### config.mk
export PLATFORM = sky130hd
export DESIGN_NAME = i2c_bit_ctrl_flat
export DESIGN_NICKNAME = d
export VERILOG_FILES = /design/src/rtl/i2c_pkg.sv /design/src/rtl/i2c_bit_ctrl_if.sv /design/src/rtl/i2c_bus_mon.sv /design/src/rtl/i2c_bit_ctrl.sv /design/src/flat_wrapper.sv
export SDC_FILE = /design/constraint.sdc
export NUM_CORES = 1
export LEC_CHECK = 0
export CAP_MARGIN = 10
export CORE_MARGIN = 1.5
export CORE_UTILIZATION = 57
export CTS_CLUSTER_DIAMETER = 150
export DETAILED_ROUTE_END_ITERATION = 12
export PLACE_DENSITY = 0.85
export RECOVER_POWER = 50
export SYNTH_ARGS = -nofsm -noshare
export SYNTH_HDL_FRONTEND = slang
export SYNTH_SLANG_ARGS = --single-unit
### constraint.sdc
create_clock -name clk -period 4.45 [get_ports clk]
set_clock_uncertainty 0.2 [all_clocks]
set_input_delay 0.89 -clock clk [delete_from_list [all_inputs] [get_ports clk]]
set_output_delay 0.89 -clock clk [all_outputs]
set_load 0.02 [all_outputs]
### src/rtl/i2c_pkg.sv
// Shared definitions for the I2C bit-level sequencer: command codes,
// FSM state encoding, default prescaler width and the per-phase line table.
// No ports (package only).
package i2c_pkg;

  localparam int PRESC_W_DEF = 16;

  localparam logic [2:0] CMD_NOP   = 3'b000;
  localparam logic [2:0] CMD_START = 3'b001;
  localparam logic [2:0] CMD_STOP  = 3'b010;
  localparam logic [2:0] CMD_WRITE = 3'b011;
  localparam logic [2:0] CMD_READ  = 3'b100;

  // Phase states are numbered 1..4 so the last phase equals the phase count.
  typedef enum logic [2:0] {
    ST_IDLE = 3'd0,
    ST_PH_A = 3'd1,
    ST_PH_B = 3'd2,
    ST_PH_C = 3'd3,
    ST_PH_D = 3'd4
  } state_t;

  // Codes 101..111 behave as NOP.
  function automatic logic is_cmd(input logic [2:0] c);
    return (c == CMD_START) || (c == CMD_STOP) ||
           (c == CMD_WRITE) || (c == CMD_READ);
  endfunction

  function automatic state_t next_phase(input state_t s);
    state_t n;
    n = ST_IDLE;
    case (s)
      ST_PH_A: n = ST_PH_B;
      ST_PH_B: n = ST_PH_C;
      ST_PH_C: n = ST_PH_D;
      default: n = ST_IDLE;
    endcase
    return n;
  endfunction

  // Returns {scl_oen, sda_oen} for a command phase; 1 = line released.
  function automatic logic [1:0] line_lvl(input logic [2:0] c, input logic d,
                                          input state_t ph);
    logic [1:0] lvl;
    lvl = 2'b11;
    case (c)
      CMD_START:
        case (ph)
          ST_PH_C: lvl = 2'b10;
          ST_PH_D: lvl = 2'b00;
          default: lvl = 2'b11;
        endcase
      CMD_STOP:
        case (ph)
          ST_PH_A: lvl = 2'b00;
          ST_PH_B, ST_PH_C: lvl = 2'b10;
          default: lvl = 2'b11;
        endcase
      CMD_WRITE:
        case (ph)
          ST_PH_A, ST_PH_D: lvl = {1'b0, d};
          default: lvl = {1'b1, d};
        endcase
      CMD_READ:
        case (ph)
          ST_PH_A, ST_PH_D: lvl = 2'b01;
          default: lvl = 2'b11;
        endcase
      default: lvl = 2'b11;
    endcase
    return lvl;
  endfunction

endpackage

### src/rtl/i2c_bit_ctrl_if.sv
// Command handshake plus bus-line bundle between the bit sequencer and its
// environment (byte controller above, line filter / pads below).
// slave = the sequencer; master = byte controller together with the line filter.
interface i2c_bit_ctrl_if;
  import i2c_pkg::*;

  logic [2:0] cmd;
  logic       cmd_valid;
  logic       din;
  logic       cmd_ack;
  logic       dout;
  logic       al;
  logic       busy;
  logic       start_det;
  logic       stop_det;
  logic       scl_i;
  logic       sda_i;
  logic       scl_oen;
  logic       sda_oen;

  modport slave (
    input  cmd, cmd_valid, din, scl_i, sda_i,
    output cmd_ack, dout, al, busy, start_det, stop_det, scl_oen, sda_oen
  );

  modport master (
    output cmd, cmd_valid, din, scl_i, sda_i,
    input  cmd_ack, dout, al, busy, start_det, stop_det, scl_oen, sda_oen
  );

endinterface

### src/rtl/i2c_bus_mon.sv
// Bus monitor: flags START/STOP conditions on the filtered lines and tracks busy.
// Latency: detect flags combinational from previous-cycle sda; busy 1 cycle later.
// Ports: clk, rst in; scl, sda filtered lines in; start_det, stop_det, busy out. No backpressure.
module i2c_bus_mon
  import i2c_pkg::*;
(
  input  logic clk,
  input  logic rst,
  input  logic scl,
  input  logic sda,
  output logic start_det,
  output logic stop_det,
  output logic busy
);

  logic sda_d;

  // An SDA edge while SCL is high is a bus condition, never a data change.
  assign start_det = scl & sda_d & ~sda;
  assign stop_det  = scl & ~sda_d & sda;

  always_ff @(posedge clk) begin
    if (rst) begin
      sda_d <= 1'b1;
      busy  <= 1'b0;
    end else begin
      sda_d <= sda;
      if (start_det)
        busy <= 1'b1;
      else if (stop_det)
        busy <= 1'b0;
    end
  end

endmodule

### src/rtl/i2c_bit_ctrl.sv
// Bit-level I2C master: runs one START/STOP/WRITE/READ command as four timed phases.
// Latency: 4*(presc+1) enabled cycles per command plus stretch, then 1-cycle cmd_ack.
// Backpressure: accepts only in IDLE with cmd_ack low; ena=0 or SCL stretching holds.
// Ports: clk, rst (sync, active-high), ena, presc; bus (slave) carries cmd/cmd_valid/din,
// cmd_ack/dout/al/busy/start_det/stop_det, scl_i/sda_i and scl_oen/sda_oen.
module i2c_bit_ctrl
  import i2c_pkg::*;
#(
  parameter int PRESC_W = PRESC_W_DEF,
  parameter int PHASES  = 4
) (
  input  logic               clk,
  input  logic               rst,
  input  logic               ena,
  input  logic [PRESC_W-1:0] presc,
  i2c_bit_ctrl_if.slave      bus
);

  localparam state_t LAST_PH = state_t'(3'(PHASES));

  state_t             state;
  logic [PRESC_W-1:0] cnt;
  logic [2:0]         cmd_q;
  logic               din_q;
  logic               scl_q;
  logic               sda_q;
  logic               ack_q;
  logic               al_q;
  logic               dout_q;
  logic               stretch;
  logic               arb_lost;

  // A slave holding SCL low while we release it freezes the phase timer.
  assign stretch = scl_q & ~bus.scl_i;

  // We released SDA expecting high but someone else is driving it low.
  assign arb_lost = sda_q & ~bus.sda_i &
                    (((cmd_q == CMD_WRITE) && din_q &&
                      ((state == ST_PH_B) || (state == ST_PH_C))) ||
                     ((cmd_q == CMD_START) && (state == ST_PH_C)));

  always_ff @(posedge clk) begin
    if (rst) begin
      state  <= ST_IDLE;
      cnt    <= '0;
      cmd_q  <= CMD_NOP;
      din_q  <= 1'b0;
      scl_q  <= 1'b1;
      sda_q  <= 1'b1;
      ack_q  <= 1'b0;
      al_q   <= 1'b0;
      dout_q <= 1'b0;
    end else begin
      ack_q <= 1'b0;
      al_q  <= 1'b0;
      if (ena) begin
        if (state == ST_IDLE) begin
          // ack_q gate enforces the one-cycle gap between commands.
          if (bus.cmd_valid && !ack_q && is_cmd(bus.cmd)) begin
            cmd_q          <= bus.cmd;
            din_q          <= bus.din;
            cnt            <= presc;
            state          <= ST_PH_A;
            {scl_q, sda_q} <= line_lvl(bus.cmd, bus.din, ST_PH_A);
          end
        end else if (arb_lost) begin
          al_q  <= 1'b1;
          scl_q <= 1'b1;
          sda_q <= 1'b1;
          cnt   <= '0;
          state <= ST_IDLE;
        end else if (!stretch) begin
          if (cnt != '0) begin
            cnt <= cnt - PRESC_W'(1);
          end else begin
            if ((state == ST_PH_C) && (cmd_q == CMD_READ))
              dout_q <= bus.sda_i;
            if (state == LAST_PH) begin
              // Lines keep their PH_D levels while idle.
              state <= ST_IDLE;
              ack_q <= 1'b1;
            end else begin
              state          <= next_phase(state);
              cnt            <= presc;
              {scl_q, sda_q} <= line_lvl(cmd_q, din_q, next_phase(state));
            end
          end
        end
      end
    end
  end

  assign bus.scl_oen = scl_q;
  assign bus.sda_oen = sda_q;
  assign bus.cmd_ack = ack_q;
  assign bus.al      = al_q;
  assign bus.dout    = dout_q;

  i2c_bus_mon u_bus_mon (
    .clk       (clk),
    .rst       (rst),
    .scl       (bus.scl_i),
    .sda       (bus.sda_i),
    .start_det (bus.start_det),
    .stop_det  (bus.stop_det),
    .busy      (bus.busy)
  );

endmodule

### src/flat_wrapper.sv
// flat-port wrapper written by rule: the top's interface ports become plain ports
module i2c_bit_ctrl_flat import i2c_pkg::*;
#(
  parameter int PRESC_W = PRESC_W_DEF,
  parameter int PHASES  = 4
)
  (clk, rst, ena, presc, bus_cmd, bus_cmd_valid, bus_din, bus_scl_i, bus_sda_i, bus_cmd_ack, bus_dout, bus_al, bus_busy, bus_start_det, bus_stop_det, bus_scl_oen, bus_sda_oen);
  i2c_bit_ctrl_if bus_i ();
  input  logic clk;
  input  logic rst;
  input  logic ena;
  input  logic [PRESC_W-1:0] presc;
  input wire logic [$bits(bus_i.cmd)-1:0] bus_cmd;
  input wire logic [$bits(bus_i.cmd_valid)-1:0] bus_cmd_valid;
  input wire logic [$bits(bus_i.din)-1:0] bus_din;
  input wire logic [$bits(bus_i.scl_i)-1:0] bus_scl_i;
  input wire logic [$bits(bus_i.sda_i)-1:0] bus_sda_i;
  output wire logic [$bits(bus_i.cmd_ack)-1:0] bus_cmd_ack;
  output wire logic [$bits(bus_i.dout)-1:0] bus_dout;
  output wire logic [$bits(bus_i.al)-1:0] bus_al;
  output wire logic [$bits(bus_i.busy)-1:0] bus_busy;
  output wire logic [$bits(bus_i.start_det)-1:0] bus_start_det;
  output wire logic [$bits(bus_i.stop_det)-1:0] bus_stop_det;
  output wire logic [$bits(bus_i.scl_oen)-1:0] bus_scl_oen;
  output wire logic [$bits(bus_i.sda_oen)-1:0] bus_sda_oen;
  assign bus_i.cmd = bus_cmd;
  assign bus_i.cmd_valid = bus_cmd_valid;
  assign bus_i.din = bus_din;
  assign bus_i.scl_i = bus_scl_i;
  assign bus_i.sda_i = bus_sda_i;
  assign bus_cmd_ack = bus_i.cmd_ack;
  assign bus_dout = bus_i.dout;
  assign bus_al = bus_i.al;
  assign bus_busy = bus_i.busy;
  assign bus_start_det = bus_i.start_det;
  assign bus_stop_det = bus_i.stop_det;
  assign bus_scl_oen = bus_i.scl_oen;
  assign bus_sda_oen = bus_i.sda_oen;
  i2c_bit_ctrl #(.PRESC_W(PRESC_W), .PHASES(PHASES)) u_core (.clk(clk), .rst(rst), .ena(ena), .presc(presc), .bus(bus_i));
endmodule
==> key figures <==
Setup path
  • Worst R2R Start: u_core.cmd_q[1]$_SDFFE_PP0P_
  • Worst endpoint required time: 4500 ps
  • FF-to-FF End: u_core.cnt[7]$_SDFFE_PP0P_
  • Critical path start-end classification: input pin to flop
  • Crit path arrival time: 3690 ps
  • Startpoint types: input pin
  • R2R depth: 6
  • Crit path from: bus_sda_i
  • Crit Path Max Fanout: 16
  • CP Capture Type: flop
  • R2R Setup Slk: 1340 ps

Floorplanning
  • I/O pin count: 34
  • Die Y: 61.7 um
  • Die X: 61.7 um
  • Die ar.: 3810 um2
  • Starting density of the core: 59.4%
  • Row count: 21
  • Core Region: 3310 um2

Global routing
  • Total grt overflow: 0
  • Initial antenna violation count: 0
  • Largest net degree at the start of global routing: 33
  • Number of global-route vias before repair: 1,666
  • First-pass GRT wire length: 7770 um
  • Total Routing Usage GR: 27.4%

Logic synthesis
  • Sequential share of the synthesized area: 30.6%
  • Synthesized cell area: 1970 um2
  • Syn. warnings: 0
  • Synth Register Bits: 30
  • Cell count after synthesis: 239
  • Post-synth EDFFs: 0
  • Async set-reset flop share out of synthesis: 0%
  • Avg Cell Area, Syn: 8.22 um2
  • Synthesized Nets: 267
  • Main synth FF type: dfxtp_1
  • Netlist cell types: 58

Timing
  • Min cycle time layout: 3640 ps
  • Final setup violation count: 0
  • Final Cycle Share: 81.7%
  • Worst rel slew slack: 5.10%
  • RSZ-0062 raised after global routing: no
  • Fin. max-slew vios: 0
  • Setup TNS: 0 ps
  • Fmax: 275 MHz
  • Final Hold Vio Count: 0
  • Worst Tran Pin Value: 1420 ps

Power
  • Power Dens Cells: 366 nW/um2
  • Lkg Pwr: 0.840 nW
  • Peak supply drop: 236 uV

Cells and area
  • Area grow syn2layout: 19.6%
  • Fraction of layout cells with a size suffix above 1: 8.58%
  • Final core area utilization: 71.0%
  • Register area: 601 um2
  • Ant diodes: 0
  • Fin area: 2350 um2
  • Cell Count, Final, Fillers Out: 314
  • Area of the multi-input gates: 1270 um2
  • Fillers: 290
  • Layout Nets: 295

Route
  • Initial DRT Pass Iterations: 4
  • Detailed Route Iter0 Violations: 118
  • Final WL: 4860 um
  • Via Count: 1,962
  • DR vias/cell: 6.25
  • ANT nets after route: 0
  • Number of remaining DRC errors: 0
  • Wire length per cell: 15.5 um

Min path
  • Worst hold stages: 2
  • Hold Path End: u_core.bus.dout$_SDFFE_PP0P_
  • HP Start: u_core.bus.dout$_SDFFE_PP0P_
  • Min-Delay Path Class: flop to flop

Placed design
  • # port buffers: 33
  • DP Area: 2300 um2
  • Gpl congestion: 0.899
  • Dpl cells: 306
  • DPL Wire Length: 3330 um

Clock tree
  • CTS tree: built
  • CTS Sinks: 30
  • CTS max path bufs: 2
  • Hold buffer count at cts: 0
  • Setup Buffers After CTS: 0
  • Worst-Skew Late Latency: 340 ps
  • CTS buffer count: 5
  • Post-CTS Resized: 0
  • Reg clk slew, reported paths: 90 ps
  • Clk root buf: clkbuf_4
  • Htree depth: 2

Run status
  • Status: finished, final reports clean

Run
  • Max Cap Violations: 0
==> power breakdown <==
part           total [mW]  switching, mW  internal (mW)
sequential          0.328         0.0362          0.292
combinational       0.358          0.208          0.150
clock               0.173         0.0963         0.0764
total               0.860          0.341          0.519
==> worst max path at each step <==
stage	end	cells after the start
after floorplan	u_core.cnt[11]$_SDFFE_PP0P_	6
after global placement	u_core.bus.sda_oen$_SDFFE_PP1P_	7
after detailed placement	u_core.cnt[6]$_SDFFE_PP0P_	8
after CTS	bus_stop_det	3
after global routing	u_core.cnt[7]$_SDFFE_PP0P_	7
final	u_core.cnt[7]$_SDFFE_PP0P_	7
==> layout by cell type (no fill, tap or decap), types with 2 or more instances in the layout <==
master,n
clkbuf_1,2
nand4_1,3
nand4b_1,2
and3b_1,2
o31ai_1,3
ha_1,2
nor4_4,2
o21ai_2,2
nand3b_1,5
mux2i_1,8
xor2_1,3
dfxtp_1,30
o2bb2ai_1,5
a21oi_1,12
a211oi_1,8
inv_1,3
nand2_1,13
clkdlybuf4s50_1,25
a22oi_1,6
nor3_1,10
nand3_1,3
nor4_1,6
o21ai_0,14
nor3b_1,3
nor2b_1,4
buf_4,2
dlygate4sd3_1,8
or3_1,3
nor2_1,35
a41oi_1,2
nor4b_1,2
nand2b_1,4
a31oi_1,2
clkbuf_4,5
a21o_1,3
nor4bb_1,2
==> layout make-up <==
class / count / share of cell area [%]
timing repair buffer: 36 / 14.8
clock inverter: 1 / 0.213
inverter: 3 / 0.479
clock buffer: 7 / 2.34
tap: 46 / 2.45
sequential: 30 / 25.5
multi-input combinational: 191 / 54.1
==> flip-flops by register name (all words and copies together), names as in the netlist <==
signal / cells
u_core.bus.dout: 1
u_core.bus.scl_oen: 1
u_core.u_bus_mon.busy: 1
u_core.din_q: 1
u_core.bus.cmd_ack: 1
u_core.state: 3
u_core.cmd_q: 3
u_core.u_bus_mon.sda_d: 1
u_core.bus.sda_oen: 1
u_core.cnt: 16
u_core.bus.al: 1
==> synthesized netlist by cell type (all sizes together) (5+ instances only) <==
cell type,instances,area share (%)
a21oi,13,3.5
a211oi,8,3.1
o21ai,16,4.5
buf,5,1.8
dfxtp,30,31
nor3,11,3.1
nand2,13,2.5
clkbuf,10,1.9
o2bb2ai,5,2.2
nand3b,5,1.9
mux2i,8,4.1
a22oi,6,2.3
nor2,35,6.7
nor4,8,4.1
==> through the flow <==
| step | hold slack (ps) | setup WS [ps] | power, mW |
|---|---|---|---|
| final | 315 | 814 | 0.860 |
| after global routing | 351 | 742 | 0.918 |
| after CTS | 331 | 1120 | 0.858 |
| after detailed placement | 309 | 981 | 0.687 |
| after global placement | 285 | 1030 | 0.680 |
| after floorplan | 278 | 1750 | 0.600 |
==> layer usage <==
layer | global-route usage (%) | vias up | part of all wire (%)
met1 | 41.5 | 907 | 47
met2 | 36.7 | 85 | 44
met4 | 10.6 | 0 | 1.9
li1 | - | 958 | -
met5 | 0 | - | 0
met3 | 7.04 | 12 | 7.5
==> critical path: stages <==
cell           delay, ps
dlygate4sd3_1        610
nor4b_1               90
a41oi_1              760
nand2_1              550
or3_1                500
a21o_1               180
a21oi_1              100
==> cells by family after synthesis <==
logic type | after synthesis | synth area share, %
and+or+nand+nor | 111 | 33.9
AOI/OAI and AO/OA | 65 | 23.5
DFF | 30 | 30.6
buffers and inverters | 18 | 4.33
muxes | 9 | 4.65
xor gates and xnor gates | 4 | 1.78
adders and majority gates | 2 | 1.27
Power figures use the tool's default switching activity.
